File: src/rtl/trigger_capture_ctrl.sv
// trigger_capture_ctrl: capture sequencer between the trigger block's
// sample stream and the sample memory writer.
// It arms on a bus command and forwards a pre-trigger fill. It then waits
// for the trigger event, forwards the programmed post-trigger samples, and
// marks the final beat with tlast. Samples outside a capture are consumed
// and dropped, so the trigger pipeline never stalls.
// Optional feature: define TRIGGER_CAPTURE_CTRL_TIMEOUT_EN to add the
// TIMEOUT register (addr 3) and force-trigger after cfg_tmo ARMED samples.
module trigger_capture_ctrl #(
  parameter int BAW = 6,
  parameter int BDW = 32,
  parameter int SDW = 32,
  parameter int SEW = 2,
  parameter int CW  = 32
) (
  input  logic           clk,
  input  logic           rst,
  output logic           bus_wready,
  input  logic           bus_wvalid,
  input  logic [BAW-1:0] bus_waddr,
  input  logic [BDW-1:0] bus_wdata,
  output logic           sti_tready,
  input  logic           sti_tvalid,
  input  logic [SEW-1:0] sti_tevent,
  input  logic [SDW-1:0] sti_tdata,
  input  logic           sto_tready,
  output logic           sto_tvalid,
  output logic           sto_tlast,
  output logic [SDW-1:0] sto_tdata,
  output logic [2:0]     sts_state,
  output logic           sts_trig,
  output logic           sts_done
);

  typedef enum logic [2:0] {
    IDLE  = 3'd0,
    FILL  = 3'd1,
    ARMED = 3'd2,
    POST  = 3'd3,
    DONE  = 3'd4
  } state_t;

  localparam logic [CW-1:0] ONE = CW'(1);

  state_t        state;
  state_t        state_next;
  logic [CW-1:0] cfg_pre;
  logic [CW-1:0] cfg_post;
  logic [CW-1:0] cnt;
  logic [CW-1:0] cnt_next;
  logic          wr_ctrl;
  logic          cmd_arm;
  logic          cmd_abort;
  logic          forwarding;
  logic          xfer;
  logic          load;
  logic          load_last;
  logic          trig_next;
  logic          tmo_hit;
  logic          unused_bits;

  // Upper address bits, data bits above CW and extra event bits carry no meaning.
  assign unused_bits = ^{bus_waddr, bus_wdata, sti_tevent};

  assign bus_wready = 1'b1;

  // CTRL writes are one-shot commands; ABORT has priority over ARM.
  assign wr_ctrl   = bus_wvalid && (bus_waddr[1:0] == 2'd0);
  assign cmd_arm   = wr_ctrl & bus_wdata[0];
  assign cmd_abort = wr_ctrl & bus_wdata[1];

  // Outside a capture the input is always accepted (and dropped).
  assign forwarding = (state == FILL) || (state == ARMED) || (state == POST);
  assign sti_tready = forwarding ? (sto_tready | ~sto_tvalid) : 1'b1;
  assign xfer       = sti_tvalid & sti_tready;

  assign sts_state = state;
  assign sts_done  = (state == DONE);

`ifdef TRIGGER_CAPTURE_CTRL_TIMEOUT_EN
  logic [CW-1:0] cfg_tmo;
  logic [CW-1:0] tmo_cnt;

  assign tmo_hit = (cfg_tmo != '0) && (tmo_cnt == cfg_tmo - ONE);

  // Timeout counter: held at zero outside ARMED so it starts fresh on entry.
  always_ff @(posedge clk or posedge rst) begin
    if (rst) begin
      tmo_cnt <= '0;
    end else if (state != ARMED) begin
      tmo_cnt <= '0;
    end else if (xfer) begin
      tmo_cnt <= tmo_cnt + ONE;
    end
  end
`else
  assign tmo_hit = 1'b0;
`endif

  // Configuration registers, writable at any time.
  always_ff @(posedge clk or posedge rst) begin
    if (rst) begin
      cfg_pre  <= '0;
      cfg_post <= '0;
`ifdef TRIGGER_CAPTURE_CTRL_TIMEOUT_EN
      cfg_tmo  <= '0;
`endif
    end else if (bus_wvalid) begin
      case (bus_waddr[1:0])
        2'd1: cfg_pre  <= bus_wdata[CW-1:0];
        2'd2: cfg_post <= bus_wdata[CW-1:0];
`ifdef TRIGGER_CAPTURE_CTRL_TIMEOUT_EN
        2'd3: cfg_tmo  <= bus_wdata[CW-1:0];
`endif
        default: ;
      endcase
    end
  end

  // State and sample counter registers.
  always_ff @(posedge clk or posedge rst) begin
    if (rst) begin
      state <= IDLE;
      cnt   <= '0;
    end else begin
      state <= state_next;
      cnt   <= cnt_next;
    end
  end

  // Next-state logic; decides whether the accepted sample is forwarded and tagged.
  always_comb begin
    state_next = state;
    cnt_next   = cnt;
    load       = 1'b0;
    load_last  = 1'b0;
    trig_next  = 1'b0;
    case (state)
      IDLE, DONE: begin
        if (cmd_arm) begin
          state_next = (cfg_pre != '0) ? FILL : ARMED;
          cnt_next   = '0;
        end
      end
      FILL: begin
        if (xfer) begin
          load = 1'b1;
          // Equality exit means cfg_pre of all ones never wraps cnt.
          if (cnt == cfg_pre - ONE) begin
            state_next = ARMED;
            cnt_next   = '0;
          end else begin
            cnt_next = cnt + ONE;
          end
        end
      end
      ARMED: begin
        if (xfer) begin
          load = 1'b1;
          if (sti_tevent[0] | tmo_hit) begin
            trig_next = 1'b1;
            cnt_next  = '0;
            if ((cfg_post == '0) || sti_tevent[1]) begin
              load_last  = 1'b1;
              state_next = DONE;
            end else begin
              state_next = POST;
            end
          end
        end
      end
      POST: begin
        if (xfer) begin
          load = 1'b1;
          if ((cnt == cfg_post - ONE) || sti_tevent[1]) begin
            load_last  = 1'b1;
            state_next = DONE;
            cnt_next   = '0;
          end else begin
            cnt_next = cnt + ONE;
          end
        end
      end
      default: begin
        state_next = IDLE;
        cnt_next   = '0;
      end
    endcase
    // Abort drops the sample of this cycle but leaves the output beat alone.
    if (cmd_abort) begin
      state_next = IDLE;
      cnt_next   = '0;
      load       = 1'b0;
      load_last  = 1'b0;
      trig_next  = 1'b0;
    end
  end

  // Single output register stage; contents hold while stalled.
  always_ff @(posedge clk or posedge rst) begin
    if (rst) begin
      sto_tvalid <= 1'b0;
      sto_tlast  <= 1'b0;
      sto_tdata  <= '0;
    end else if (load) begin
      sto_tvalid <= 1'b1;
      sto_tlast  <= load_last;
      sto_tdata  <= sti_tdata;
    end else if (sto_tready) begin
      sto_tvalid <= 1'b0;
    end
  end

  // Trigger pulse, one cycle after the trigger sample transfer.
  always_ff @(posedge clk or posedge rst) begin
    if (rst) begin
      sts_trig <= 1'b0;
    end else begin
      sts_trig <= trig_next;
    end
  end

endmodule

File: config.mk
export PLATFORM = sky130hd
export DESIGN_NAME = trigger_capture_ctrl
export DESIGN_NICKNAME = d
export VERILOG_FILES = /design/src/rtl/trigger_capture_ctrl.sv
export SDC_FILE = /design/constraint.sdc
export NUM_CORES = 1
export LEC_CHECK = 0
export BUFFER_PORTS_ARGS = -buffer_cell sky130_fd_sc_hd__buf_2
export CORE_MARGIN = 2
export CORE_UTILIZATION = 35
export CTS_CLUSTER_SIZE = 20
export DETAILED_ROUTE_END_ITERATION = 8
export GPL_ROUTABILITY_DRIVEN = 0
export SYNTH_ARGS = -nofsm -noshare
export SYNTH_HDL_FRONTEND = slang
export SYNTH_SLANG_ARGS = --single-unit
File: constraint.sdc
create_clock -name clk -period 4.9 [get_ports clk]
set_input_delay 0.49 -clock clk [delete_from_list [all_inputs] [get_ports clk]]
set_output_delay 0.49 -clock clk [all_outputs]
set_load 0.05 [all_outputs]
---- Word level (Yosys, flattened, before mapping) ----
Index checks and enable logic that the tools add are counted.
operators by class
  add/sub/neg operators ................... 3
  equal/unequal tests ..................... 15
  mux-type cells .......................... 37
  reduce and logical (&&, ||, !) cells .... 16
  bitwise gates (word level) .............. 5
operators by type and width
  kind                                                 count
  2-to-1 mux 32 bit                                    8
  case mux 32 bit (4 select lines)                     1
  == test 32 bit                                       2
  subtractor 32 x 1 -> 32 bit (second input constant)  2
  adder 32 x 1 -> 32 bit (second input constant)       1
  logical NOT 32 bit                                   1
  nonzero test 32 bit                                  1
  2-to-1 mux 3 bit                                     9
  2-to-1 mux 1 bit                                     16
  != test 3 bit (second input constant)                5
  case mux 3 bit (4 select lines)                      1
  AND reduction 7 bit                                  1
  == test 3 x 2 -> 1 bit (second input constant)       2
  != test 3 x 2 -> 1 bit (second input constant)       2
  AND reduction 5 bit                                  1
  logical OR 1 bit                                     4
  AND reduction 2 bit                                  2
  AND 1 bit                                            3
  == test 3 x 1 -> 1 bit (second input constant)       1
  == test 3 bit (second input constant)                1
  logical NOT 3 bit                                    1
  OR reduction 3 bit                                   1
  == test 2 x 1 -> 1 bit (second input constant)       1
  == test 2 bit (second input constant)                1
  8 further kinds                                      8
storage, ports and cells
  register bits ........................... 134
  logic and storage cells ................. 84
  input bits .............................. 77

---- Logic depth before layout (Yosys ltp) ----
Gate-level depths: netlist (run 1).
  depth after elaboration ................. 9
  mapped depth ............................ 13
  depth with buffers taken out ............ 11

---- Worst setup path before layout (run 1) ----
OpenSTA, ideal clock, no wires.
  path type ............................... flip-flop to flip-flop
  start point ............................. register cfg_post[0]
  end point ............................... register state[1] (netlist: sts_state[1])
  library setup time ...................... 77 ps
  path buffers ............................ 0
  cell stages (with the launch flop) ...... 12
  setup slack ............................. 1343 ps
  data arrival time ....................... 3480 ps
  required time ........................... 4823 ps
  path through ............................ dfrtp_1 inv_1 ha_1 nor3b_1 and2_1 a32oi_1 or4_1 or4_4 a2111oi_4 nor2_2 or4_1 a21oi_1
on the way
  cells in the longest elaborated chain, start to end .. 7
  elaborated cells between the ends (all ways) .. 12
RTL lines
  item                                                                                 RTL line  RTL
  start: declaration                                                                   48        logic [CW-1:0] cfg_post;
  start signal: assignment                                                             111       2'd2: cfg_post <= bus_wdata[CW-1:0];
  parallel branches: the longest is 7 deep, another holds subtractor 32 x 1 -> 32 bit  --
  end signal: assignment                                                               126       state <= state_next;
  end: declaration                                                                     45        state_t state;
Parallel ways; which one is timed is not known. The select of a mux whose other input is x is not followed.
A chain may end at the register's enable or synchronous reset.

---- Final worst setup path (run 1) ----
  start point ............................. register cfg_post[0]
  end point ............................... register cnt[4]
on the way
  cells in the longest elaborated chain, start to end .. 7
RTL lines
  item                              RTL line  RTL
  subtractor 32 x 1 -> 32 bit       175       if ((cnt == cfg_post - ONE) || sti_tevent[1]) begin
  == test 32 bit                    175
  logical OR 1 bit                  175
  2-to-1 mux 32 bit                 175
  2-to-1 mux 32 bit                 173       if (xfer) begin
  case mux 32 bit (4 select lines)  138       case (state)
  2-to-1 mux 32 bit                 190       if (cmd_abort) begin
  end signal: assignment            127       cnt <= cnt_next;
  end: declaration                  49        logic [CW-1:0] cnt;
Every way passes these cells. The select of a mux whose other input is x is not followed.

==> results.cfg, run 1 <==
[run_status]
status = complete, no violations

[sta]
fin_ws_ns = 0.350
post-route-min-period_ns = 4.55
setup_tns_ns = 0
worst_pin_slew_ns = 1.25
min_period_over_period = 0.928
slew_viol_final = 0
max_freq_ghz = 0.220
fin_skew_ns = 0.00811
relSlewSlack = 0.162
finalHoldViolCount = 0
finalSetupViolCount = 0
rsz0062_at_grt = no

[setup_path]
reg2reg_from = cfg_post[0]$_DFFE_PP0P_
crit_type = register to register
critPathArrivalTime_ns = 4.85
cp-start-kind = register
endpoint_kind = register
reg2reg_depth = 12
reg2reg_slack_ns = 0.35
worstPathRequired_ns = 5.21
crit_path_end = cnt[4]$_DFFE_PP0P_
crit_start = cfg_post[0]$_DFFE_PP0P_
timing.rr.end = cnt[4]$_DFFE_PP0P_
cp_max_fo = 8

[worst_hold_path]
holdCritPathClass = input port to asynchronous set/reset pin

[clock_tree]
cts_buffers = 17
cts_tree = done
cts_resized = 0
cts_buffer_depth = 2
clockRootBuffer = clkbuf_16
clkSinkCount = 134
postCtsSetupBuffers = 0
ctsHoldBuffers = 0
worstSkewPairLatency_ns = 0.44
clk_pin_slew_worst_paths_ns = 0.07
htree_levels = 4

[layout]
finalNonFillerCells = 1278
num_antenna_cells = 0
syn_to_final_growth_pct = 16.8
drive_gt1_frac = 0.290
final_nets = 1028
nFillCells = 2372

[die]
die_y_um = 158
core_area_sq_um = 23400
die_area_sq_um = 25000
rows = 56
io_pins = 118
die_width_um = 158
start_util = 0.356

[drt]
route.detailed.drc = 0
drt-pass1-iter-count = 6
routed_wl_um = 23500
wl_met2_um = 11100
wl_met3_um = 1580
drtIter0Drc = 492
via_count = 6974
routed_via_density = 5.46
wl_met1_um = 10400
wl_per_cell_um = 18.4
highest_layer = met4
postRouteAntennaNets = 0

[grt]
grt_max_degree = 100
grt_pass1_wl_um = 37500
grt_antenna_before_repair = 0
grt_overflow = 0
grt_pass1_vias = 6782
grt_usage = 0.194

[synth]
synth_nets = 947
synth-seq-area-share = 0.403
synthArstFlopShare = 1.00
synth_enable_flop_cells = 0
synth_seq_cells = 134
syn_inst = 865
synth.distinct_cells = 66
ys.warnings.count = 0
avgSynthCellArea_sq_um = 9.63
syn_area_sq_um = 8330
synth_flop_cell = dfrtp_1

[placed_design]
dp_hpwl_um = 17000
pre_cts_ws_ns = 0.521
dp.cells = 1246
port_buffers = 112

[power]
power_frac_seq = 0.345
pwr-share-comb = 0.394
ir_worst_vdd_v = 0.000458
p_switching_mw = 2.18
power_leakage_nw = 4.03
intPower_mw = 2.69
swShare = 0.448
clock_power_share = 0.261
pwr_density_cell_nw_per_um2 = 500

[run]
cap_violations = 0
Yosys cell counts (all sizes together), types with 4 or more instances:
cell | count | area, sq um
nor4b | 6 | 52.6
o21ai | 20 | 100
nand2b | 5 | 31.3
nand4 | 22 | 138
or3 | 10 | 62.6
or4 | 18 | 158
nor3b | 7 | 52.6
nor3 | 39 | 200
mux2 | 97 | 1090
xnor2 | 55 | 482
nand3b | 10 | 75.1
nor2 | 58 | 220
a31oi | 4 | 25.0
nor2b | 13 | 81.3
ha | 5 | 62.6
a21oi | 15 | 75.1
nand2 | 84 | 315
xor2 | 34 | 298
inv | 15 | 56.3
clkbuf | 56 | 210
nand3 | 15 | 75.1
o211ai | 17 | 128
nor4 | 19 | 131
and3 | 7 | 43.8
or2 | 6 | 37.5
dfrtp | 134 | 3350
and2 | 18 | 113
o221ai | 22 | 193
buf | 7 | 40.0
through the flow:
| step | power, mW | area [sq um] | hold slack, ns | utilization |
|---|---|---|---|---|
| 2_1_floorplan | 3.05 | 8330 | 0.515 | - |
| 3_3_place_gp | 3.57 | 9150 | 0.458 | 0.391 |
| 3_5_place_dp | 3.60 | 9150 | 0.468 | 0.391 |
| 4_1_cts | 4.88 | 9730 | 0.265 | 0.416 |
| 5_1_grt | 5.10 | 9730 | 0.268 | 0.416 |
| 6_report | 4.86 | 9730 | 0.241 | 0.416 |
layout by cell type, fill, tap and decap left out, types with 15 or more instances in the layout:
| cell | count |
|---|---|
| dfrtp_1 | 134 |
| buf_2 | 112 |
| mux2_2 | 97 |
| nand2_1 | 84 |
| nor2_1 | 56 |
| xnor2_1 | 55 |
| nor3_1 | 38 |
| xor2_1 | 34 |
| nand4_1 | 22 |
| o221ai_1 | 22 |
| o21ai_0 | 19 |
| and2_1 | 18 |
| nor4_1 | 17 |
| o211ai_1 | 17 |
| clkbuf_16 | 17 |
| nand3_1 | 15 |
sequential cells by signal, summed over array words and instances (netlist names):
signal      flops
cfg_post       32
cfg_pre        32
cnt            32
sto_tdata      32
sts_state       3
sto_tlast       1
sto_tvalid      1
sts_trig        1
per-layer routing:
layer,vias up,global-route usage
met5,-,0
met4,0,0.0601
met3,40,0.0389
met2,256,0.317
met1,3386,0.258
li1,3292,-
power by group through the flow:
stage	logic, mW	clock network, mW	registers, mW
2_1_floorplan	0.941	0	2.11
3_3_place_gp	1.89	0	1.68
3_5_place_dp	1.91	0	1.69
4_1_cts	1.91	1.29	1.67
5_1_grt	2.03	1.35	1.72
6_report	1.92	1.27	1.68
worst min-delay path by stage:
stage	cells past startpoint	slack, ns	end	startpoint
after global placement	1	0.46	sto_tlast$_DFFE_PP0P_	sto_tlast$_DFFE_PP0P_
final	2	0.24	cfg_post[29]$_DFFE_PP0P_	rst
after CTS	2	0.27	sto_tdata[15]$_DFFE_PP0P_	sti_tdata[15]
after detailed placement	1	0.47	sto_tlast$_DFFE_PP0P_	sto_tlast$_DFFE_PP0P_
after floorplan	1	0.51	cfg_pre[23]$_DFFE_PP0P_	cfg_pre[23]$_DFFE_PP0P_
after global routing	2	0.27	sto_tdata[13]$_DFFE_PP0P_	sti_tdata[13]
worst max-delay path: stages, from the launching register on:
cell and delay [ns]:
dfrtp_1 0.43, inv_1 0.10, ha_1 0.22, nor3b_1 1.02, and2_1 0.29, a32oi_1 0.09, or4_1 0.57, or4_4 0.45
a2111oi_4 0.49, nor3_2 0.09, o21ai_1 0.30, buf_4 0.25, o211ai_1 0.11
area by class of cell:
type / instances / area, sq um / share of cell area
tap: 319 / 399 / 0.0410
multi-input combinational: 653 / 4680 / 0.481
clock inverter: 15 / 155 / 0.0159
sequential: 134 / 3350 / 0.345
timing repair buffer: 125 / 658 / 0.0676
clock buffer: 17 / 425 / 0.0437
inverter: 15 / 61.3 / 0.00630
logic make-up (layout without fill, tap and decap cells):
group                      Yosys count  count (layout)  synth area share
adders and majority gates            5               5           0.00751
xor gates and xnor gates            89              89            0.0936
DFF                                134             134             0.403
buffers and inverters               78             172            0.0368
muxes                              100             100             0.135
and+or+nand+nor                    347             347             0.226
other                                1               1          0.000450
AOI/OAI and AO/OA                  111             111            0.0987
Power figures use the tool's default switching activity.
==> run 2: changes to the inputs <==
--- a/config.mk
+++ b/config.mk
@@ -6,6 +6,7 @@
 export NUM_CORES = 1
 export LEC_CHECK = 0
 export BUFFER_PORTS_ARGS = -buffer_cell sky130_fd_sc_hd__buf_2
+export CORE_ASPECT_RATIO = 1.75
 export CORE_MARGIN = 2
 export CORE_UTILIZATION = 35
 export CTS_CLUSTER_SIZE = 20
==> results.cfg, run 2 (same netlist as run 1, synthesis figures left out) <==
[layout]
multi_input_area_sq_um = 4680
num_antenna_cells = 0
finalInstanceArea_sq_um = 9710
finalNonFillerCells = 1263
final_cell_mix = dfrtp_1 (134), buf_2 (112), mux2_2 (97), nand2_1 (84), nor2_1 (56)
mostFrequentLayoutCell = dfrtp_1
final_nets = 1028
syn_to_final_growth_pct = 16.6
seq_area_sq_um = 3350
drive_gt1_frac = 0.289
nFillCells = 2347

[sta]
fin_skew_ns = 0.0126
setup_tns_ns = 0
relSlewSlack = 0.271
finalHoldViolCount = 0
finalSetupViolCount = 0
slew_viol_final = 0
min_period_over_period = 0.883
worst_pin_slew_ns = 1.08
post-route-min-period_ns = 4.33
rsz0062_at_grt = no
max_freq_ghz = 0.231

[grt]
grt_overflow = 0
grt_antenna_before_repair = 0
grt_pass1_wl_um = 37900
met2_usage = 0.352
grt_usage = 0.196
grt_pass1_vias = 7015
grt.met1_usage = 0.201
grt_max_degree = 101
grt.busiest_layer = met2
use_met3 = 0.0332

[die]
start_util = 0.357
die_y_um = 208
rows = 74
die_area_sq_um = 25100
die_width_um = 121
core_area_sq_um = 23300
io_pins = 118

[power]
power_frac_seq = 0.345
fin_total_pwr_mw = 4.85
ir_worst_vdd_v = 0.000458
clock_power_share = 0.261
swShare = 0.438
pwr-share-comb = 0.393
power_leakage_nw = 4.02
intPower_mw = 2.73
pwr_density_cell_nw_per_um2 = 499
p_switching_mw = 2.12

[setup_path]
worstPathRequired_ns = 5.27
reg2reg_slack_ns = 0.57
crit_path_frequent_cell = or4_1
reg2reg_from = cfg_post[0]$_DFFE_PP0P_
endpoint_kind = register
path_cells = inv_1 -> ha_1 -> nor3b_1 -> and2_1 -> a32oi_1 -> or4_1 -> or4_4 -> a2111oi_4 -> nor2_2 -> or4_1 -> a21oi_1
crit_type = register to register
cp_max_fo = 8
critPathArrivalTime_ns = 4.70
cpPeakStageDelay_ns = 0.86
cp-start-kind = register
reg2reg_depth = 11
timing.rr.end = sts_state[1]$_DFFE_PP0P_
cpMaxStageDelayCell = nor3b_1

[worst_hold_path]
holdCritPathClass = input port to asynchronous set/reset pin

[drt]
wl_per_cell_um = 18.9
via_count = 7023
drtIter0Drc = 342
route.detailed.drc = 0
postRouteAntennaNets = 0
routed_via_density = 5.56
routed_wl_um = 23900
drt-pass1-iter-count = 5

[clock_tree]
clkSinkCount = 134
worstSkewPairLatency_ns = 0.45
ctsHoldBuffers = 0
htree_levels = 4
cts_buffer_depth = 2
clockRootBuffer = clkbuf_16
clk_pin_slew_worst_paths_ns = 0.06
postCtsSetupBuffers = 0
cts_tree = done
cts_buffers = 17
cts_resized = 0

[placed_design]
dp_hpwl_um = 17800
port_buffers = 112
placed_area_sq_um = 9140
dp.cells = 1231

[run_status]
status = complete, no violations

[run]
cap_violations = 0
run 2: critical path: cells and delay by family (launching register included):
family | cells | cell delay (ns)
and+or+nand+nor | 6 | 2.78
AOI/OAI and AO/OA | 3 | 0.70
DFF | 1 | 0.43
adders and majority gates | 1 | 0.23
buffers and inverters | 1 | 0.10
run 2: layer usage:
layer | up-vias | share of wire
met5 | - | 0
met4 | 0 | 0.067
met3 | 83 | 0.035
met2 | 208 | 0.54
met1 | 3437 | 0.36
li1 | 3295 | -
run 2: stage by stage:
| stage | worst slack [ns] | utilization | hold WS [ns] |
|---|---|---|---|
| 2_1_floorplan | 0.827 | - | 0.515 |
| 3_3_place_gp | 0.708 | 0.392 | 0.458 |
| 3_5_place_dp | 0.624 | 0.392 | 0.481 |
| 4_1_cts | 0.610 | 0.416 | 0.248 |
| 5_1_grt | 0.371 | 0.416 | 0.249 |
| 6_report | 0.572 | 0.416 | 0.220 |
run 2: final cells by class:
cell class,count,share of cell area
tap,304,0.0392
clock buffer,19,0.0456
clock inverter,13,0.0138
timing repair buffer,125,0.0678
multi-input combinational,653,0.482
inverter,15,0.00631
sequential,134,0.345
run 2: worst max-delay path by stage:
stage | start | endpoint | slack [ns] | cells past startpoint
5_1_grt | cfg_post[0]$_DFFE_PP0P_ | sts_state[1]$_DFFE_PP0P_ | 0.37 | 11
6_report | cfg_post[0]$_DFFE_PP0P_ | sts_state[1]$_DFFE_PP0P_ | 0.57 | 11
4_1_cts | cfg_post[0]$_DFFE_PP0P_ | sts_state[1]$_DFFE_PP0P_ | 0.61 | 11
2_1_floorplan | rst | cfg_post[0]$_DFFE_PP0P_ | 0.83 | 1
3_5_place_dp | cfg_post[0]$_DFFE_PP0P_ | sts_state[1]$_DFFE_PP0P_ | 0.62 | 11
3_3_place_gp | cfg_post[0]$_DFFE_PP0P_ | sts_state[1]$_DFFE_PP0P_ | 0.71 | 11
run 2: power groups by stage:
stage	clock [mW]	combinational, mW	sequential, mW
6_report	1.27	1.91	1.67
5_1_grt	1.35	2.02	1.71
4_1_cts	1.30	1.92	1.67
3_5_place_dp	0	1.91	1.69
3_3_place_gp	0	1.90	1.68
2_1_floorplan	0	0.941	2.11
